--- src/rtl/wb_spiflash_responder_pkg.sv ---
// Shared constants and state encodings for the SPI flash responder.
package spiflash_pkg;

  localparam int ADDR_W = 24;

  localparam logic [7:0] OP_READ = 8'h03;
  localparam logic [7:0] OP_RDP  = 8'hAB;

  typedef enum logic [2:0] {
    S_IDLE,
    S_CMD,
    S_ADDR,
    S_DATA,
    S_IGNORE
  } main_state_t;

  typedef enum logic {
    W_IDLE,
    W_REQ
  } wb_state_t;

endpackage

--- src/rtl/wb_spiflash_responder_if.sv ---
// Wishbone read-only bus between the responder (master) and the backing memory.
interface wb_spiflash_responder_if;
  import spiflash_pkg::*;

  logic [ADDR_W-1:0] wb_adr_o;
  logic              wb_cyc_o;
  logic              wb_stb_o;
  logic [31:0]       wb_dat_i;
  logic              wb_ack_i;

  modport master (
    output wb_adr_o, wb_cyc_o, wb_stb_o,
    input  wb_dat_i, wb_ack_i
  );

  modport slave (
    input  wb_adr_o, wb_cyc_o, wb_stb_o,
    output wb_dat_i, wb_ack_i
  );

endinterface

--- src/rtl/spi_edge_sync.sv ---
// Two-flop synchronizer for one SPI pin plus a third register for edge pulses.
module spi_edge_sync #(
  parameter logic RESET_VAL = 1'b1
) (
  input  logic wb_clk_i,
  input  logic wb_rst_i,
  input  logic din,
  output logic level,
  output logic rise,
  output logic fall
);

  logic [2:0] sync_sr;

  // Reset to the pin's idle level so leaving reset never fakes an edge.
  always_ff @(posedge wb_clk_i) begin
    if (wb_rst_i) sync_sr <= {3{RESET_VAL}};
    else          sync_sr <= {sync_sr[1:0], din};
  end

  assign level = sync_sr[1];
  assign rise  = sync_sr[1] & ~sync_sr[2];
  assign fall  = ~sync_sr[1] & sync_sr[2];

endmodule

--- src/rtl/wb_spiflash_responder.sv ---
// Serial-NOR read responder: decodes 0x03 reads on SPI mode 3 and serves the
// bytes from a Wishbone memory, everything clocked by wb_clk_i.
module wb_spiflash_responder
  import spiflash_pkg::*;
#(
  parameter int SCLK_MIN_HALF = 4
) (
  input  logic wb_clk_i,
  input  logic wb_rst_i,
  input  logic spi_cs,
  input  logic spi_sclk,
  input  logic spi_mosi,
  output logic spi_miso,
  output logic underrun,
  wb_spiflash_responder_if.master wb
);

  localparam int PIN_LATENCY = 4;

  if (SCLK_MIN_HALF < PIN_LATENCY) begin : g_half_check
    $error("SCLK_MIN_HALF shorter than SCLK-to-MISO latency");
  end

  logic cs_level, cs_rise, cs_fall;
  logic sclk_level, sclk_rise, sclk_fall;
  logic mosi_level, mosi_rise, mosi_fall;

  spi_edge_sync #(.RESET_VAL(1'b1)) u_cs (
    .wb_clk_i(wb_clk_i), .wb_rst_i(wb_rst_i), .din(spi_cs),
    .level(cs_level), .rise(cs_rise), .fall(cs_fall));

  spi_edge_sync #(.RESET_VAL(1'b1)) u_sclk (
    .wb_clk_i(wb_clk_i), .wb_rst_i(wb_rst_i), .din(spi_sclk),
    .level(sclk_level), .rise(sclk_rise), .fall(sclk_fall));

  spi_edge_sync #(.RESET_VAL(1'b0)) u_mosi (
    .wb_clk_i(wb_clk_i), .wb_rst_i(wb_rst_i), .din(spi_mosi),
    .level(mosi_level), .rise(mosi_rise), .fall(mosi_fall));

  logic unused_edges;
  assign unused_edges = cs_rise ^ sclk_level ^ mosi_rise ^ mosi_fall;

  main_state_t state, state_next;
  wb_state_t   wb_state, wb_next;

  logic [4:0]        bit_cnt;
  logic [20:0]       rx_sr;
  logic [7:0]        tx_sr;
  logic [1:0]        ptr;
  logic [ADDR_W-3:0] word_adr;
  logic              req_pend;
  logic              valid;
  logic              stale;
  logic [31:0]       data_q;
  logic [7:0]        opcode;
  logic [7:0]        cur_byte;
  logic              wb_take;
  logic              wb_done;

  assign opcode   = {rx_sr[6:0], mosi_level};
  assign cur_byte = valid ? data_q[{ptr, 3'b000} +: 8] : 8'hFF;
  assign wb_take  = (wb_state == W_IDLE) && req_pend && !cs_level;
  assign wb_done  = (wb_state == W_REQ) && wb.wb_ack_i;

  assign wb.wb_cyc_o = (wb_state == W_REQ);
  assign wb.wb_stb_o = wb.wb_cyc_o;

  always_ff @(posedge wb_clk_i) begin
    if (wb_rst_i) begin
      state    <= S_IDLE;
      wb_state <= W_IDLE;
    end else begin
      state    <= state_next;
      wb_state <= wb_next;
    end
  end

  // A deasserted chip select overrides every state, discarding partial bits.
  always_comb begin
    state_next = state;
    if (cs_level) begin
      state_next = S_IDLE;
    end else begin
      case (state)
        S_IDLE: if (cs_fall) state_next = S_CMD;
        S_CMD:
          if (sclk_rise && bit_cnt == 5'd7) begin
            case (opcode)
              OP_READ: state_next = S_ADDR;
              OP_RDP:  state_next = S_IGNORE;
              default: state_next = S_IGNORE;
            endcase
          end
        S_ADDR: if (sclk_rise && bit_cnt == 5'd23) state_next = S_DATA;
        default: state_next = state;
      endcase
    end
  end

  always_comb begin
    wb_next = wb_state;
    case (wb_state)
      W_IDLE:  if (wb_take) wb_next = W_REQ;
      W_REQ:   if (wb.wb_ack_i) wb_next = W_IDLE;
      default: wb_next = W_IDLE;
    endcase
  end

  always_ff @(posedge wb_clk_i) begin
    if (wb_rst_i) begin
      bit_cnt     <= '0;
      rx_sr       <= '0;
      tx_sr       <= '1;
      ptr         <= '0;
      word_adr    <= '0;
      req_pend    <= 1'b0;
      valid       <= 1'b0;
      stale       <= 1'b0;
      data_q      <= '0;
      spi_miso    <= 1'b1;
      underrun    <= 1'b0;
      wb.wb_adr_o <= '0;
    end else begin
      underrun <= 1'b0;
      if (wb_take) begin
        wb.wb_adr_o <= {word_adr, 2'b00};
        req_pend    <= 1'b0;
      end
      if (wb_done) begin
        data_q <= wb.wb_dat_i;
        valid  <= !stale;
        stale  <= 1'b0;
      end
      // A request still in flight when CS rises must complete, but its word is dropped.
      if (cs_level) begin
        bit_cnt  <= '0;
        spi_miso <= 1'b1;
        valid    <= 1'b0;
        req_pend <= 1'b0;
        if (wb_state == W_REQ && !wb.wb_ack_i) stale <= 1'b1;
      end else begin
        case (state)
          S_CMD, S_ADDR:
            if (sclk_rise) begin
              rx_sr   <= {rx_sr[19:0], mosi_level};
              bit_cnt <= bit_cnt + 5'd1;
              if (state == S_CMD && bit_cnt == 5'd7) bit_cnt <= '0;
              if (state == S_ADDR && bit_cnt == 5'd21) begin
                word_adr <= {rx_sr[20:0], mosi_level};
                req_pend <= 1'b1;
              end
              if (state == S_ADDR && bit_cnt == 5'd23) begin
                ptr     <= {rx_sr[0], mosi_level};
                bit_cnt <= '0;
              end
            end
          S_DATA:
            if (sclk_fall) begin
              if (bit_cnt == 5'd0) begin
                spi_miso <= cur_byte[7];
                tx_sr    <= {cur_byte[6:0], 1'b1};
                bit_cnt  <= 5'd1;
                ptr      <= ptr + 2'd1;
                if (!valid) underrun <= 1'b1;
                // Last byte of the word is going out: fetch the following word now.
                if (ptr == 2'd3) begin
                  valid    <= 1'b0;
                  word_adr <= word_adr + 1'b1;
                  req_pend <= 1'b1;
                end
              end else begin
                spi_miso <= tx_sr[7];
                tx_sr    <= {tx_sr[6:0], 1'b1};
                bit_cnt  <= (bit_cnt == 5'd7) ? 5'd0 : bit_cnt + 5'd1;
              end
            end
          default: ;
        endcase
      end
    end
  end

endmodule

--- src/flat_wrapper.sv ---
// flat-port wrapper written by rule: the top's interface ports become plain ports
module wb_spiflash_responder_flat import spiflash_pkg::*;
#(
  parameter int SCLK_MIN_HALF = 4
)
  (wb_clk_i, wb_rst_i, spi_cs, spi_sclk, spi_mosi, spi_miso, underrun, wb_wb_adr_o, wb_wb_cyc_o, wb_wb_stb_o, wb_wb_dat_i, wb_wb_ack_i);
  wb_spiflash_responder_if wb_i ();
  input  logic wb_clk_i;
  input  logic wb_rst_i;
  input  logic spi_cs;
  input  logic spi_sclk;
  input  logic spi_mosi;
  output logic spi_miso;
  output logic underrun;
  output wire logic [$bits(wb_i.wb_adr_o)-1:0] wb_wb_adr_o;
  output wire logic [$bits(wb_i.wb_cyc_o)-1:0] wb_wb_cyc_o;
  output wire logic [$bits(wb_i.wb_stb_o)-1:0] wb_wb_stb_o;
  input wire logic [$bits(wb_i.wb_dat_i)-1:0] wb_wb_dat_i;
  input wire logic [$bits(wb_i.wb_ack_i)-1:0] wb_wb_ack_i;
  assign wb_wb_adr_o = wb_i.wb_adr_o;
  assign wb_wb_cyc_o = wb_i.wb_cyc_o;
  assign wb_wb_stb_o = wb_i.wb_stb_o;
  assign wb_i.wb_dat_i = wb_wb_dat_i;
  assign wb_i.wb_ack_i = wb_wb_ack_i;
  wb_spiflash_responder #(.SCLK_MIN_HALF(SCLK_MIN_HALF)) u_core (.wb_clk_i(wb_clk_i), .wb_rst_i(wb_rst_i), .spi_cs(spi_cs), .spi_sclk(spi_sclk), .spi_mosi(spi_mosi), .spi_miso(spi_miso), .underrun(underrun), .wb(wb_i));
endmodule
--- config.mk ---
export PLATFORM = sky130hd
export DESIGN_NAME = wb_spiflash_responder_flat
export DESIGN_NICKNAME = d
export VERILOG_FILES = /design/src/rtl/wb_spiflash_responder_pkg.sv /design/src/rtl/wb_spiflash_responder_if.sv /design/src/rtl/spi_edge_sync.sv /design/src/rtl/wb_spiflash_responder.sv /design/src/flat_wrapper.sv
export SDC_FILE = /design/constraint.sdc
export NUM_CORES = 1
export LEC_CHECK = 0
export CAP_MARGIN = 20
export CORE_MARGIN = 10
export CORE_UTILIZATION = 60
export CTS_CLUSTER_DIAMETER = 80
export DETAILED_ROUTE_END_ITERATION = 10
export HOLD_SLACK_MARGIN = 0.06
export PLACE_DENSITY = 0.85
export SYNTH_ARGS = -nofsm -noshare
export SYNTH_HDL_FRONTEND = slang
export SYNTH_HIERARCHICAL = 1
export SYNTH_SLANG_ARGS = --single-unit
export TNS_END_PERCENT = 30
--- constraint.sdc ---
create_clock -name wb_clk_i -period 5.3 [get_ports wb_clk_i]
set_clock_uncertainty 0.05 [all_clocks]
set_input_delay 1.06 -clock wb_clk_i [delete_from_list [all_inputs] [get_ports wb_clk_i]]
set_output_delay 1.06 -clock wb_clk_i [all_outputs]
set_load 0.02 [all_outputs]
* Word-level counts from Yosys, hierarchy flattened *
Cells that the tools add are included.

word-level totals
  register bits = 129
  bits in latches = 0
  memory bits (writable) = 0
  bits in read-only memories = 0
  input bits = 38
  word-level logic and storage cells = 119
  memories = 0

cells by class
  $add $sub $neg = 3
  multipliers = 0
  div/mod/pow operators = 0
  magnitude comparators = 0
  equal/unequal tests = 17
  shift-type cells = 1
  mux-type cells = 45
  bitwise operators = 10
  reduce and logical (&&, ||, !) cells = 26

operator list
  cell                                                                      count
  22-bit two-way mux                                                        5
  22-bit case mux with 2 select lines                                       1
  32-bit by 6-bit variable part select with 8-bit output                    1
  5-bit two-way mux                                                         6
  22-bit by 1-bit adder with 22-bit output (second input constant)          1
  1-bit two-way mux                                                         18
  2-bit by 1-bit inequality test with 1-bit output (second input constant)  9
  8-bit two-way mux                                                         2
  3-bit two-way mux                                                         4
  5-bit == test (second input constant)                                     2
  5-bit case mux with 2 select lines                                        1
  1-bit logical AND                                                         9
  3-bit case mux with 3 select lines                                        1
  3-bit AND reduction                                                       3
  8-bit by 2-bit == test with 1-bit output (second input constant)          1
  2-bit two-way mux                                                         4
  1-bit NOT                                                                 7
  7-bit AND reduction                                                       1
  3-bit by 2-bit == test with 1-bit output (second input constant)          2
  6-bit AND reduction                                                       1
  5-bit by 1-bit adder with 5-bit output (second input constant)            1
  5-bit by 3-bit == test with 1-bit output (second input constant)          1
  5-bit zero test                                                           1
  5-bit OR reduction                                                        1
  other kinds (13)                                                          19

* Longest topological paths before layout *
  depth after elaboration = 8
  gate-level depth with buffers = 8

* Modules after synthesis *
The synthesis kept the hierarchy.

by module, submodules not included
  module                            instances  cells each  area an instance (um^2)
  wb_spiflash_responder             1          689         5436.5
  spi_edge_sync at u_core.u_cs ...  2          8           92.6
  spi_edge_sync at u_core.u_mosi    1          8           91.3

* Least setup slack after synthesis *
OpenSTA, ideal clock, no wires.

  kind = input port to flip-flop
  start point = input port wb_rst_i
  end point = register u_core.word_adr[20]
  arrival time = 2.066 ns
  data required time = 5.175 ns
  setup slack = 3.109 ns
  cell stages on the path = 4
  buffers on the path = 1
  cell sequence = clkbuf_1 -> or2_2 -> or4_1 -> o22ai_1

RTL lines
  element               line                          text
  from (decl)           flat_wrapper.sv:9             input logic wb_rst_i;
  to (signal assigned)  wb_spiflash_responder.sv:149  word_adr <= {rx_sr[20:0], mosi_level};
  to (signal assigned)  wb_spiflash_responder.sv:168  word_adr <= word_adr + 1'b1;
  to (decl)             wb_spiflash_responder.sv:50   logic [ADDR_W-3:0] word_adr;

* Worst setup path in the final report *
  start point = register u_core.state[0]
  end point = register u_core.tx_sr[6]

on the way
  cells in the longest elaborated chain, start to end = 2

ends and longest elaborated chain
  element                                   line                          text
  from (decl)                               wb_spiflash_responder.sv:43   main_state_t state, state_next;
  from (signal assigned)                    wb_spiflash_responder.sv:73   state <= state_next;
  3-bit by 2-bit == test with 1-bit output  wb_spiflash_responder.sv:142  case (state)
  3-bit AND reduction (no line)             n/a
  to (signal assigned)                      wb_spiflash_responder.sv:161  tx_sr <= {cur_byte[6:0], 1'b1};
  to (signal assigned)                      wb_spiflash_responder.sv:173  tx_sr <= {tx_sr[6:0], 1'b1};
  to (decl)                                 wb_spiflash_responder.sv:48   logic [7:0] tx_sr;

No other way between the ends.
A chain may end at the register's enable or synchronous reset.

==> results.md <==
* Status: finished, final reports clean
* DIE AREA at 13700 um2
* Most frequent cells in the layout: nand2_1 (184), dfxtp_1 (128), a21oi_1 (114), clkdlybuf4s50_1 (62), nor2_1 (30)
* Startpoint Class: flop
* # Post-CTS Setup Buffers at 0
* Sequential cell area at between 2000 and 3000 um2
* Post-Place Setup Slack at 2.41 ns
* Max Cap Viol at 0
* RSZ-0062 raised after global routing: false
* WL final at 14400 um
* Req. time, crit path at ~5.6 ns
* Max layer used: met4
* DRT iter0 DRCs at 439
* Total CTS buffers at 17
* Slew headroom at 0.266
* Final Net Count at around 800
* Wire length on met3 at 1090 um
* GRT overflow at 0
* CTS root buf: clkbuf_8
* F_max at 362 MHz
* GP Congestion at around 0.87
* CORE AREA at 9240 um2
* # setup viols final at 0
* Via count at 5314
* Average footprint of a synthesized cell at approximately 8.0 um2
* Vias in the first global route at about 5000
* Crit Path Class: flop to flop
* Buf/Inv on CP at 0
* Die height at 117 um
* CTS hold repair buffers at 0
* Tot GR Track Use at 0.212
* DRC errors left at 0
* Final min period at 2.76 ns
* Drt first pass iters at 5
* Hold Vio Cnt, Final at 0
* Post-CTS sizing at 0
* TritonCTS clock tree: yes
* Crit-path cells: and3b_1, nand2_1, or2_1, a21oi_1, o21ai_1
* First-pass GRT wire length at 23500 um
* Largest net degree at the start of global routing at 114
* Clock input transition at the sequential cells of the worst setup and hold paths at 0.06 ns
* CTS H-tree depth at 4
* Mapped cell area at ~5700 um2
* Area after DPL at 6260 um2
* WP data arrival at 3.08 ns
* Final WS setup at between 2 and 3 ns
* Post-route cell area at 6900 um2
* Via density at ~6
* Slowest CP cell: and3b_1
* Post-synthesis cell count at 708
* Footprint of the multi-input gates at 2840 um2
* Most common cell after layout, fill and taps aside: nand2_1
* Share of post-route cells with drive strength above 1 at 0.0729
* Clock sink count at 128
* Worst-path fanout max at 24
* Port bufs at 63
* Tcrit/Tclk final at 0.521
* Slowest stage delay, CP at 0.90 ns
* Post-DP HPWL at 8970 um
* I/O pins at 66
* Diodes inserted at 0
* Wire per inst at 16.3 um
* # fillers at 670
* WL met1 at 5780 um
* Worst IR Drop VDD at 0.216 mV
* Post-layout util at 0.747
* Worst Tran Pin Value at 1.10 ns
* Crit. End Element: flop
* Initial core utilization at 0.613
* Total negative slack at 0 ns
* Initial antenna violation count at 0
* Pleak at roughly 0.0023 uW
* CP top delay family: simple AND/OR/NAND/NOR gates
* PD cells at 318 nW/um2
* Slew Limit Fails at 0
* Num rows at 35
* Post-route ant nets at 0
* Hold_ws at 0.355 ns
* Hold crit path type: flop to flop
* Met2 wire len at 7310 um
* Die width at 117 um
* Worst-Skew Late Latency at ~0.50 ns
* Maximum root-to-sink buffer count at 2
* Synth warnings at 6
* Area grow syn2layout at 21.7%
[path summary, 6_finish.rpt]
check / start / to / slack [ns] / cells after the start
worst max-delay path: u_core/state[0] / u_core/tx_sr[6] / 2.54 / 5
worst min register to register: u_core/u_sclk/sync_sr[0] / u_core/u_sclk/sync_sr[1] / 0.36 / 1
worst min-delay path: u_core/u_sclk/sync_sr[0] / u_core/u_sclk/sync_sr[1] / 0.36 / 1
worst max register to register: u_core/state[0] / u_core/tx_sr[6] / 2.54 / 5
[report_power, final]
| part | leakage [uW] | switching [uW] | internal (uW) |
|---|---|---|---|
| clock network | 0.000287 | 405 | 770 |
| logic | 0.000946 | 21.8 | 27.1 |
| registers | 0.00103 | 2.03 | 965 |
[layer usage]
metal  up-vias  GRT usage
met5         -          0
met4         0     0.0873
met3        24     0.0525
met2       261      0.362
met1      2488      0.248
li1       2541          -
[layout make-up]
type	count	area share
multi-input combinational	516	0.412
sequential	128	0.371
timing repair buffer	68	0.0999
clock inverter	10	0.0236
tap	129	0.0234
inverter	12	0.00653
clock buffer	20	0.0631
[state kept, by name (all words and copies together) (netlist names), 2 cells and up, named ones only]
register	count
u_core/state	3
u_core/u_sclk/sync_sr	3
u_core/data_q	32
u_core/bit_cnt	5
u_core/u_cs/sync_sr	3
u_core/u_mosi/sync_sr	2
u_core/tx_sr	7
u_core/wb.wb_adr_o	22
u_core/ptr	2
u_core/rx_sr	21
u_core/word_adr	22
[metrics by stage]
step	power [uW]	cells
6_report	2190	883
5_1_grt	2260	883
4_1_cts	2200	881
3_5_place_dp	1040	851
3_3_place_gp	1040	851
2_1_floorplan	1010	709
Note: power is estimated with default switching activity, not from simulation.
